--- config.mk ---
export PLATFORM = sky130hd
export DESIGN_NAME = shift_result_skid_buffer
export DESIGN_NICKNAME = d
export VERILOG_FILES = /design/src/rtl/cpu24_pkg.sv /design/src/rtl/result_flag_gen.sv /design/src/rtl/shift_result_skid_buffer.sv
export SDC_FILE = /design/constraint.sdc
export NUM_CORES = 1
export LEC_CHECK = 0
export ABC_AREA = 1
export CORE_UTILIZATION = 35
export CTS_CLUSTER_DIAMETER = 120
export DETAILED_ROUTE_END_ITERATION = 10
export PLACE_DENSITY = 0.7
export SYNTH_ARGS = -nofsm -noshare
export SYNTH_HDL_FRONTEND = slang
export SYNTH_HIERARCHICAL = 1
export SYNTH_SLANG_ARGS = --single-unit
--- constraint.sdc ---
create_clock -name Clock -period 2.25 [get_ports Clock]
set_clock_uncertainty 0.15 [all_clocks]
set_input_delay 0.45 -clock Clock [delete_from_list [all_inputs] [get_ports Clock]]
set_output_delay 0.45 -clock Clock [all_outputs]
set_load 0.02 [all_outputs]
--- src/rtl/cpu24_pkg.sv ---
// Shared CPU24 datapath constants and the writeback entry record used by
// the execute-to-writeback buffers.
package cpu24_pkg;

   localparam int DATA_W = 24;
   localparam int ADDR_W = 4;

   typedef struct packed {
      logic [DATA_W-1:0] data;
      logic [ADDR_W-1:0] addr;
      logic              we;
      logic              zero;
      logic              neg;
   } wb_entry_t;

   function automatic wb_entry_t pack_entry(
      input logic [DATA_W-1:0] data,
      input logic [ADDR_W-1:0] addr,
      input logic              we,
      input logic              zero,
      input logic              neg
   );
      wb_entry_t e;
      e.data = data;
      e.addr = addr;
      e.we   = we;
      e.zero = zero;
      e.neg  = neg;
      return e;
   endfunction

endpackage

--- src/rtl/result_flag_gen.sv ---
// Combinational zero/negative flag generation for a DATA_W result; shared
// by the ALU-family result paths.
module result_flag_gen #(
   parameter int DATA_W = cpu24_pkg::DATA_W
) (
   input  logic [DATA_W-1:0] i_data,
   output logic              o_zero,
   output logic              o_neg
);

   assign o_zero = (i_data == '0);
   assign o_neg  = i_data[DATA_W-1];

endmodule

--- src/rtl/shift_result_skid_buffer.sv ---
// Two-entry skid buffer between the 24-bit shift unit and writeback, carrying
// result flags. Optional forwarding lookup enabled by SHIFT_RESULT_FWD_EN.
module shift_result_skid_buffer #(
   parameter int DATA_W = cpu24_pkg::DATA_W,
   parameter int ADDR_W = cpu24_pkg::ADDR_W,
   parameter int DEPTH  = 2
) (
   input  logic              Clock,
   input  logic              Reset,
   input  logic              In_Valid,
   output logic              In_Ready,
   input  logic [DATA_W-1:0] In_Data,
   input  logic [ADDR_W-1:0] In_Addr,
   input  logic              In_We,
   output logic              Out_Valid,
   input  logic              Out_Ready,
   output logic [DATA_W-1:0] Out_Data,
   output logic [ADDR_W-1:0] Out_Addr,
   output logic              Out_We,
   output logic              Out_Zero,
   output logic              Out_Neg,
`ifdef SHIFT_RESULT_FWD_EN
   input  logic [ADDR_W-1:0] Fwd_Addr,
   output logic              Fwd_Hit,
   output logic [DATA_W-1:0] Fwd_Data,
`endif
   output logic [1:0]        Count
);

   import cpu24_pkg::*;

   // Occupancy doubles as the state encoding.
   localparam logic [1:0] ST_EMPTY = 2'd0;
   localparam logic [1:0] ST_ONE   = 2'd1;
   localparam logic [1:0] ST_FULL  = 2'(DEPTH);

   wb_entry_t  r_head;
   wb_entry_t  r_skid;
   logic [1:0] r_count;
   logic       r_in_ready;

   logic       w_zero;
   logic       w_neg;
   logic       w_push;
   logic       w_pop;
   wb_entry_t  w_in_entry;
   logic [1:0] w_count_nxt;

   result_flag_gen #(.DATA_W(DATA_W)) u_flags (
      .i_data (In_Data),
      .o_zero (w_zero),
      .o_neg  (w_neg)
   );

   assign w_in_entry = pack_entry(In_Data, In_Addr, In_We, w_zero, w_neg);
   assign w_push     = In_Valid && r_in_ready;
   assign w_pop      = (r_count != ST_EMPTY) && Out_Ready;

   always_comb begin
      w_count_nxt = r_count;
      case (r_count)
         ST_EMPTY: if (w_push) w_count_nxt = ST_ONE;
         ST_ONE: begin
            if (w_push && !w_pop)      w_count_nxt = ST_FULL;
            else if (!w_push && w_pop) w_count_nxt = ST_EMPTY;
         end
         ST_FULL:  if (w_pop) w_count_nxt = ST_ONE;
         default:  w_count_nxt = ST_EMPTY;
      endcase
   end

   // Ready is registered from next occupancy so it stays low through reset
   // and rises on the first edge after release.
   always_ff @(posedge Clock or posedge Reset) begin
      if (Reset) begin
         r_head     <= '0;
         r_skid     <= '0;
         r_count    <= ST_EMPTY;
         r_in_ready <= 1'b0;
      end else begin
         case (r_count)
            ST_EMPTY: if (w_push) r_head <= w_in_entry;
            ST_ONE: begin
               if (w_push && w_pop) r_head <= w_in_entry;
               else if (w_push)     r_skid <= w_in_entry;
            end
            ST_FULL:  if (w_pop) r_head <= r_skid;
            default:  r_head <= r_head;
         endcase
         r_count    <= w_count_nxt;
         r_in_ready <= (w_count_nxt != ST_FULL);
      end
   end

   assign In_Ready  = r_in_ready;
   assign Count     = r_count;
   assign Out_Valid = (r_count != ST_EMPTY);
   assign Out_Data  = r_head.data;
   assign Out_Addr  = r_head.addr;
   assign Out_We    = r_head.we;
   assign Out_Zero  = r_head.zero;
   assign Out_Neg   = r_head.neg;

`ifdef SHIFT_RESULT_FWD_EN
   logic w_head_hit;
   logic w_skid_hit;

   // Skid holds the younger entry, so it wins; register 0 never forwards.
   assign w_head_hit = (r_count != ST_EMPTY) && r_head.we &&
                       (r_head.addr == Fwd_Addr) && (Fwd_Addr != '0);
   assign w_skid_hit = (r_count == ST_FULL) && r_skid.we &&
                       (r_skid.addr == Fwd_Addr) && (Fwd_Addr != '0);
   assign Fwd_Hit    = w_head_hit || w_skid_hit;
   assign Fwd_Data   = w_skid_hit ? r_skid.data :
                       w_head_hit ? r_head.data : '0;
`endif

endmodule

# After elaboration in Yosys (flattened, before gate mapping)
# Cells that the tools add are included.
# Widths: inputs -> output; s select.
# totals
reg_bits	65
word_cells	41
output_inout_bits	35
# classes
n_eq_ne	6
bitwise_logic	1
n_mux	9
n_reduce_logical	13
# op_table
op	count
$mux 31	3
$pmux 31 s3	1
$logic_not 24->1	1
$mux 2	4
$ne 2x2->1 const B	4
$pmux 2 s3	1
$logic_and 1x1->1	5
$reduce_and 4->1	1
$reduce_and 3->1	1
$reduce_bool 3->1	1
$eq 2x1->1 const B	1
$eq 2x2->1 const B	1
$logic_not 1->1	2
$logic_not 2->1	1
$reduce_bool 2->1	1
$not 1->1	1

# Longest topological paths before layout
# Gate-level depths: netlist (run 1).
# logic_depth
ltp_word	7
depth_mapped	9

# By module
# Netlist (run 1), hierarchy kept.
# modules_own_cells
module	cells_per_inst	n_inst	area_per_inst_um2	seq_area_each_um2
shift_result_skid_buffer	390	1	3072.9	1626.6
result_flag_gen	22	1	91.3	0.0

# Worst setup path before layout (run 1)
# OpenSTA, ideal clock, no wires.
# synth_timing
path_kind	register -> register
startpoint	register r_count[1], in the netlist Count[1]
endpoint	register r_head, in the netlist Out_Addr[0]
arrival_ps	1243
path_stages_with_launch	9
synth_period_minus_slack_ps	1510
required_time_ps	1983
path_buffers	2
slack_ps	740
path_cell_list	dfrtp_1 -> buf_4 -> inv_4 -> nand2_2 -> nand2_2 -> nand2_2 -> buf_4 -> nand2_1 -> nand2_1
# synth_via
elab_chain_len	5
elab_cells_between_ends	12
cone_classes	eq/ne (5); mux (1); reduce/logical (6)
# synth_lines
item	line_no	text
from (decl)	shift_result_skid_buffer.sv:39	logic [1:0] r_count;
from (signal assigned)	shift_result_skid_buffer.sv:90	r_count <= w_count_nxt;
$reduce_bool 2->1 (*)	--	
net Out_Valid	shift_result_skid_buffer.sv:15	output logic Out_Valid,
$logic_and 1x1->1 (*)	shift_result_skid_buffer.sv:57	assign w_pop = (r_count != ST_EMPTY) && Out_Ready;
$logic_and 1x1->1	shift_result_skid_buffer.sv:84	if (w_push && w_pop) r_head <= w_in_entry;
$ne 2x2->1 (no source line)	--	
$reduce_and 4->1 (no source line) (*)	--	
to (signal assigned)	shift_result_skid_buffer.sv:84	
to (signal assigned)	shift_result_skid_buffer.sv:87	ST_FULL: if (w_pop) r_head <= r_skid;
to (signal assigned)	shift_result_skid_buffer.sv:88	default: r_head <= r_head;
to (decl)	shift_result_skid_buffer.sv:37	wb_entry_t r_head;
# Mark *: on every way through the listed nets, which the timed path passes. The rest lies on a longest branch.
# A chain may end at the register's enable or synchronous reset.

# Worst setup path in the final report (run 1)
# layout_timing
startpoint	register r_count[0], in the netlist Count[0]
endpoint	output Out_Valid
# layout_via
elab_chain_len	1
# layout_lines
item	line_no	text
$reduce_bool 2->1	shift_result_skid_buffer.sv:97	assign Out_Valid = (r_count != ST_EMPTY);
to (decl)	shift_result_skid_buffer.sv:15	
# No other way between the ends.

==> reports/results.ini, run 1 <==
[die]
core_area_um2 = 8720
row_count = 34
dieArea_um2 = 9430
start_util_pct = 36.3
die-height_um = 97.1
fp.dieW_um = 97.1
io_pins = 68

[route]
detail_route.drc_violations = 0
avgRoutedWirePerCell_um = 14.1
route.final.wire_length_um = 8260
length_of_the_first_detailed_routing_pass_in_iterations = 4
postRouteAntennaNets = 0
vias_per_cell = 4.93
vias = 2896
drt-initial-drc-count = 169

[worst_setup_path]
regToRegStartpoint = Count[0]$_DFF_PP0_
crit-reg2reg-capture = Out_Data[15]$_DFFE_PP0P_
timing.reg2reg.setup_slack_ns = 0.34
worst_r2r_path_depth = 8
timing.critical_path.fanout_max = 15
worst_path_required_time_ns = 1.65
start_kind = register
arrival_time_at_the_worst_endpoint_ns = 1.54
setup.worst_path.end_class = output port
timing.setup.critical_path_class = reg -> out

[synthesis]
synth_xor_xnor_area_share_pct = 0
compound_gate_portion_of_the_synthesized_area_pct = 0.158
post_synth_instance_area_um2 = 3160
synth_top_area_share_pct = 51.4
yosys-mux-area-fraction_pct = 0
yosys.area_share.simple_pct = 41.9
seq_area_frac_synth_pct = 51.4
postSynthCellCount = 412
synth.ff_latch_count = 65
yosysTopAreaCell = sky130_fd_sc_hd__dfrtp_1
adder_cell_share_of_the_synthesized_area_pct = 0
post_synth.cell_area_avg_um2 = 7.68
synth_top_family_by_area = simple AND/OR/NAND/NOR gates
synth_cell_types = 17
synth.net_count = 445
yosysWarningCount = 6
synth_area_leaders = sky130_fd_sc_hd__dfrtp_1, sky130_fd_sc_hd__nand2_1, sky130_fd_sc_hd__nand3_1

[sta]
slew_headroom_pct = 59.9
maximum_achievable_frequency_mhz = 467
finalSetupTns_ns = 0
timing_hold_violations_final = 0
timing.final.setup_violations = 0
rsz0062_at_grt = no
worst-slew-pin-transition_ns = 0.599
fin_crit_sh_pct = 95.2
post-route-min-period_ns = 2.14
slew_viol_final = 0
layout_setup_ws_ns = 0.109

[worst_hold_path]
min_from = r_skid[26]$_DFFE_PP0P_
timing.hold.worst_endpoint = r_skid[26]$_DFFE_PP0P_
whs_path_depth = 2
hold_path.class = reg -> reg

[job]
drv_cap = 0

[clock_tree]
cts-root-buf = sky130_fd_sc_hd__clkbuf_8
cts.sinks = 65
numCtsBuffers = 9
clk_pin_slew_worst_paths_ns = 0.06
tritoncts = built
cts_resized = 1
max-clock-path-buffers = 2
cts.htree.levels = 3
post_cts_hold_buffer_count = 0
postCtsSetupRepairBufs = 0
clock_insertion_delay_worst_skew_ns = 0.33

[finish]
antenna_cells = 0
syn2layout_area_growth_pct = 29.8
final_core_utilization_pct = 47.1
final_net_count = 508
drive_gt1_share_pct = 8.56

[placement]
io_port_bufs = 67
gp_congestion = 0.764
dpl.hpwl_um = 5530
post-place-ws_ns = 0.161

[global_route]
grt_start_max_net_pins = 66
grt_first_pass_wirelength_um = 14000
first_global_vias = 2893
grtUsageTotal_pct = 18.5
grt_antenna_before_repair = 0
global_route.overflow_total = 0

[power_and_ir_drop]
power_per_cell_area_nw_per_um2 = 1240
power.total_mw = 5.09
p_leak_nw = 2.12
max-vdd-ir-drop_mv = 0.482

[run_status]
result_of_the_run = completed

[worst max path at each step]
stage                       startpoint                      to  slack, ns
global route        Count[0]$_DFF_PP0_               Out_Valid       0.05
finish              Count[0]$_DFF_PP0_               Out_Valid       0.11
CTS                 Count[1]$_DFF_PP0_                Count[1]       0.06
detailed placement            In_Valid   r_skid[5]$_DFFE_PP0P_       0.16
floorplan                        Reset      Count[0]$_DFF_PP0_       0.02
global placement              In_Valid  r_skid[21]$_DFFE_PP0P_       0.21
[metal layers]
layer	up-vias	track usage [%]	wire [um]
li1	1432	-	-
met1	1376	25.0	3760
met2	84	30.1	3970
met3	4	4.46	500
met4	0	4.13	30
met5	-	0	0
[synth_stat cells]
| library cell | n |
|---|---|
| sky130_fd_sc_hd__nand2_2 | 5 |
| sky130_fd_sc_hd__nand2_1 | 193 |
| sky130_fd_sc_hd__buf_4 | 8 |
| sky130_fd_sc_hd__nand2_4 | 1 |
| sky130_fd_sc_hd__nor2_1 | 14 |
| sky130_fd_sc_hd__nor2_2 | 2 |
| sky130_fd_sc_hd__nand4_1 | 1 |
| sky130_fd_sc_hd__buf_2 | 16 |
| sky130_fd_sc_hd__inv_1 | 3 |
| sky130_fd_sc_hd__buf_6 | 3 |
| sky130_fd_sc_hd__nand3_4 | 1 |
| sky130_fd_sc_hd__clkbuf_1 | 2 |
| sky130_fd_sc_hd__a21oi_1 | 1 |
| sky130_fd_sc_hd__inv_4 | 1 |
| sky130_fd_sc_hd__inv_2 | 2 |
| sky130_fd_sc_hd__dfrtp_1 | 65 |
| sky130_fd_sc_hd__nand3_1 | 94 |
[per-stage QoR]
step	cell area (um^2)	cells	hold slack, ns
finish	4110	587	0.326
floorplan	3160	412	0.293
detailed placement	3910	572	0.309
global route	4110	587	0.344
CTS	4100	587	0.325
global placement	3910	572	0.304
[worst max-delay path, cell delays in order (launching register included)]
cell	delay [ns]
sky130_fd_sc_hd__dfrtp_1	0.42
sky130_fd_sc_hd__inv_4	0.16
sky130_fd_sc_hd__nand2_2	0.09
sky130_fd_sc_hd__clkdlybuf4s50_1	0.54
[layout by cell type (no fill, tap or decap), types with 2 or more instances in the layout]
master	Yosys	layout
sky130_fd_sc_hd__nand2_1	193	193
sky130_fd_sc_hd__nor2_2	2	2
sky130_fd_sc_hd__inv_4	1	2
sky130_fd_sc_hd__nand2_2	5	5
sky130_fd_sc_hd__buf_4	8	13
sky130_fd_sc_hd__nor2_1	14	14
sky130_fd_sc_hd__clkdlybuf4s50_1	0	66
sky130_fd_sc_hd__inv_1	3	2
sky130_fd_sc_hd__clkinv_2	0	2
sky130_fd_sc_hd__nand3_1	94	94
sky130_fd_sc_hd__dfrtp_1	65	65
sky130_fd_sc_hd__inv_2	2	2
sky130_fd_sc_hd__clkbuf_8	0	11
[power by group]
group	internal (mW)	total [mW]	leakage [nW]	switching, mW
Sequential	1.71	2.01	0.807	0.307
Combinational	0.889	2.09	1.21	1.20
Clock	0.563	0.991	0.102	0.428
Total	3.16	5.09	2.12	1.94
[kinds of logic (layout without fill, tap and decap cells)]
family / after synthesis / count (layout)
AO/OA/AOI/OAI: 1 / 1
AND/OR/NAND/NOR: 311 / 311
buffers and inverters: 35 / 102
flip-flops: 65 / 65
[sequential cells by signal (all words and copies together), names as in the netlist]
| signal | flops |
|---|---|
| Out_Zero | 1 |
| Out_Addr | 4 |
| Out_Data | 24 |
| Count | 2 |
| Out_Neg | 1 |
| r_skid | 31 |
| In_Ready | 1 |
| Out_We | 1 |
[layout make-up]
type | instances | area, um^2
Tap cell | 108 | 135
Timing Repair Buffer | 81 | 791
Multi-Input combinational cell | 312 | 1330
Clock buffer | 12 | 155
Clock inverter | 3 | 40.0
Fill cell | 874 | 4610
Inverter | 6 | 27.5
Sequential cell | 65 | 1630
Note: power is estimated with default switching activity, not from simulation.
==> run 2: changes to the inputs <==
--- a/config.mk
+++ b/config.mk
@@ -9,7 +9,8 @@
 export CORE_UTILIZATION = 35
 export CTS_CLUSTER_DIAMETER = 120
 export DETAILED_ROUTE_END_ITERATION = 10
-export PLACE_DENSITY = 0.7
+export GPL_TIMING_DRIVEN = 0
+export PLACE_DENSITY_LB_ADDON = 0.12
 export SYNTH_ARGS = -nofsm -noshare
 export SYNTH_HDL_FRONTEND = slang
 export SYNTH_HIERARCHICAL = 1
==> reports/results.ini, run 2 (synthesis results as in run 1) <==
[worst_setup_path]
regToRegStartpoint = Count[0]$_DFF_PP0_
start_kind = register
crit_path_cell_trace = clkdlybuf4s50_1
critical_path.top_delay_family = buffers and inverters
count_of_buffering_cells_on_the_critical_path_with_inverters_included = 1
worst_path_required_time_ns = 1.65
arrival_time_at_the_worst_endpoint_ns = 1.39
crit_path_max_incr_delay_ns = 0.63
crit-reg2reg-capture = Out_Data[20]$_DFFE_PP0P_
timing.critical_path.fanout_max = 3
setup.worst_path.end_class = output port
timing.setup.critical_path_class = reg -> out
timing.reg2reg.setup_slack_ns = 0.70
cpMaxStageDelayCell = sky130_fd_sc_hd__clkdlybuf4s50_1
worst_r2r_path_depth = 6

[power_and_ir_drop]
internal_power_mw = 3.18
p_leak_nw = 2.16
power.share.switching_pct = 38.1
power_per_cell_area_nw_per_um2 = 1230
combinationalPowerShare_pct = 41.5
power.sequential.fraction_pct = 38.8
power.net_switching_mw = 1.96
max-vdd-ir-drop_mv = 0.465
power.share.clock_pct = 19.7
power.total_mw = 5.14

[run_status]
result_of_the_run = completed

[route]
vias = 2941
avgRoutedWirePerCell_um = 14.5
detail_route.drc_violations = 0
postRouteAntennaNets = 0
length_of_the_first_detailed_routing_pass_in_iterations = 4
route.final.wire_length_um = 8710
vias_per_cell = 4.89
drt-initial-drc-count = 175

[placement]
io_port_bufs = 67
dpl.cell_count = 587
dpl.hpwl_um = 5910
gp_congestion = 0.826
placed_area_um2 = 3970
post-place-ws_ns = 0.209

[finish]
finalInstanceArea_um2 = 4170
final_core_utilization_pct = 47.8
final_common_cell = sky130_fd_sc_hd__nand2_1
syn2layout_area_growth_pct = 31.8
registers.top_by_ff_count = r_skid
final_net_count = 523
layout.cells.most_common_list = sky130_fd_sc_hd__nand2_1, sky130_fd_sc_hd__nand3_1, sky130_fd_sc_hd__clkdlybuf4s50_1
final_cells = 602
number_of_inserted_filler_cells_in_the_final_layout = 886
drive_gt1_share_pct = 10.9
antenna_cells = 0
largest_register_ffs = 31

[worst_hold_path]
timing.hold.worst_endpoint = r_skid[1]$_DFFE_PP0P_
min_from = r_skid[1]$_DFFE_PP0P_
whs_path_depth = 2
hold_path.class = reg -> reg

[die]
dieArea_um2 = 9430
fp.dieW_um = 97.1
row_count = 34
start_util_pct = 36.3
core_area_um2 = 8720
io_pins = 68
die-height_um = 97.1

[sta]
timing_hold_violations_final = 0
post-route-min-period_ns = 1.99
layout_setup_ws_ns = 0.259
rsz0062_at_grt = no
slew_headroom_pct = 45.7
worst-slew-pin-transition_ns = 0.814
slew_viol_final = 0
maximum_achievable_frequency_mhz = 502
timing.final.setup_violations = 0
fin_crit_sh_pct = 88.5

[clock_tree]
clock_insertion_delay_worst_skew_ns = 0.35
cts-root-buf = sky130_fd_sc_hd__clkbuf_8
numCtsBuffers = 9
max-clock-path-buffers = 2
clk_pin_slew_worst_paths_ns = 0.07
post_cts_hold_buffer_count = 0
cts.htree.levels = 3
cts.sinks = 65
tritoncts = built

[global_route]
grt_start_max_net_pins = 66
global_route.overflow_total = 0
grtUsageTotal_pct = 19.6
first_global_vias = 2871
grt_first_pass_wirelength_um = 14600
grt_antenna_before_repair = 0

[job]
drv_cap = 0

## run 2: metrics by stage
| step | hold slack (ns) | setup TNS, ns |
|---|---|---|
| global placement | 0.304 | -79.44 |
| CTS | 0.326 | 0 |
| floorplan | 0.293 | 0 |
| global route | 0.345 | 0 |
| finish | 0.326 | 0 |
| detailed placement | 0.309 | 0 |
## run 2: routing by layer
| layer | GRT usage, % | wire length, um | vias to the layer above |
|---|---|---|---|
| met5 | 0 | 0 | - |
| li1 | - | - | 1460 |
| met4 | 6.20 | 133 | 0 |
| met3 | 4.53 | 370 | 13 |
| met1 | 27.4 | 4170 | 1383 |
| met2 | 30.2 | 4040 | 85 |
## run 2: cell type report
| type | instances | area (um^2) | area share (%) |
|---|---|---|---|
| Inverter | 6 | 27.5 | 0.660 |
| Buffer | 29 | 181 | 4.35 |
| Sequential cell | 65 | 1630 | 39.0 |
| Clock inverter | 3 | 40.0 | 0.960 |
| Clock buffer | 12 | 155 | 3.72 |
| Timing Repair Buffer | 67 | 673 | 16.1 |
| Multi-Input combinational cell | 312 | 1330 | 31.9 |
| Tap cell | 108 | 135 | 3.24 |
## run 2: worst max-delay path by stage
stage	start	cells past startpoint	endpoint
6_report	In_Ready$_DFF_PP0_	1	In_Ready
5_1_grt	In_Ready$_DFF_PP0_	1	In_Ready
4_1_cts	Count[1]$_DFF_PP0_	4	Out_Valid
3_5_place_dp	In_Data[23]	10	Out_Zero$_DFFE_PP0P_
3_3_place_gp	Reset	2	Out_We$_DFFE_PP0P_
2_1_floorplan	Reset	1	Count[0]$_DFF_PP0_
## run 2: power groups by stage
stage / Combinational (mW) / Sequential (mW) / Clock [mW]
finish: 2.14 / 2.00 / 1.01
global route: 2.35 / 2.07 / 1.08
CTS: 2.16 / 2.00 / 1.03
detailed placement: 2.15 / 2.01 / 0
global placement: 2.14 / 2.00 / 0
floorplan: 0.903 / 2.31 / 0
## run 2: repair_timing
| item | 4_1_cts | 5_1_grt |
|---|---|---|
| setup buffers | 0 | 0 |
| setup endpoints to repair | 0 | 1 |
| resized for setup | 0 | 1 |
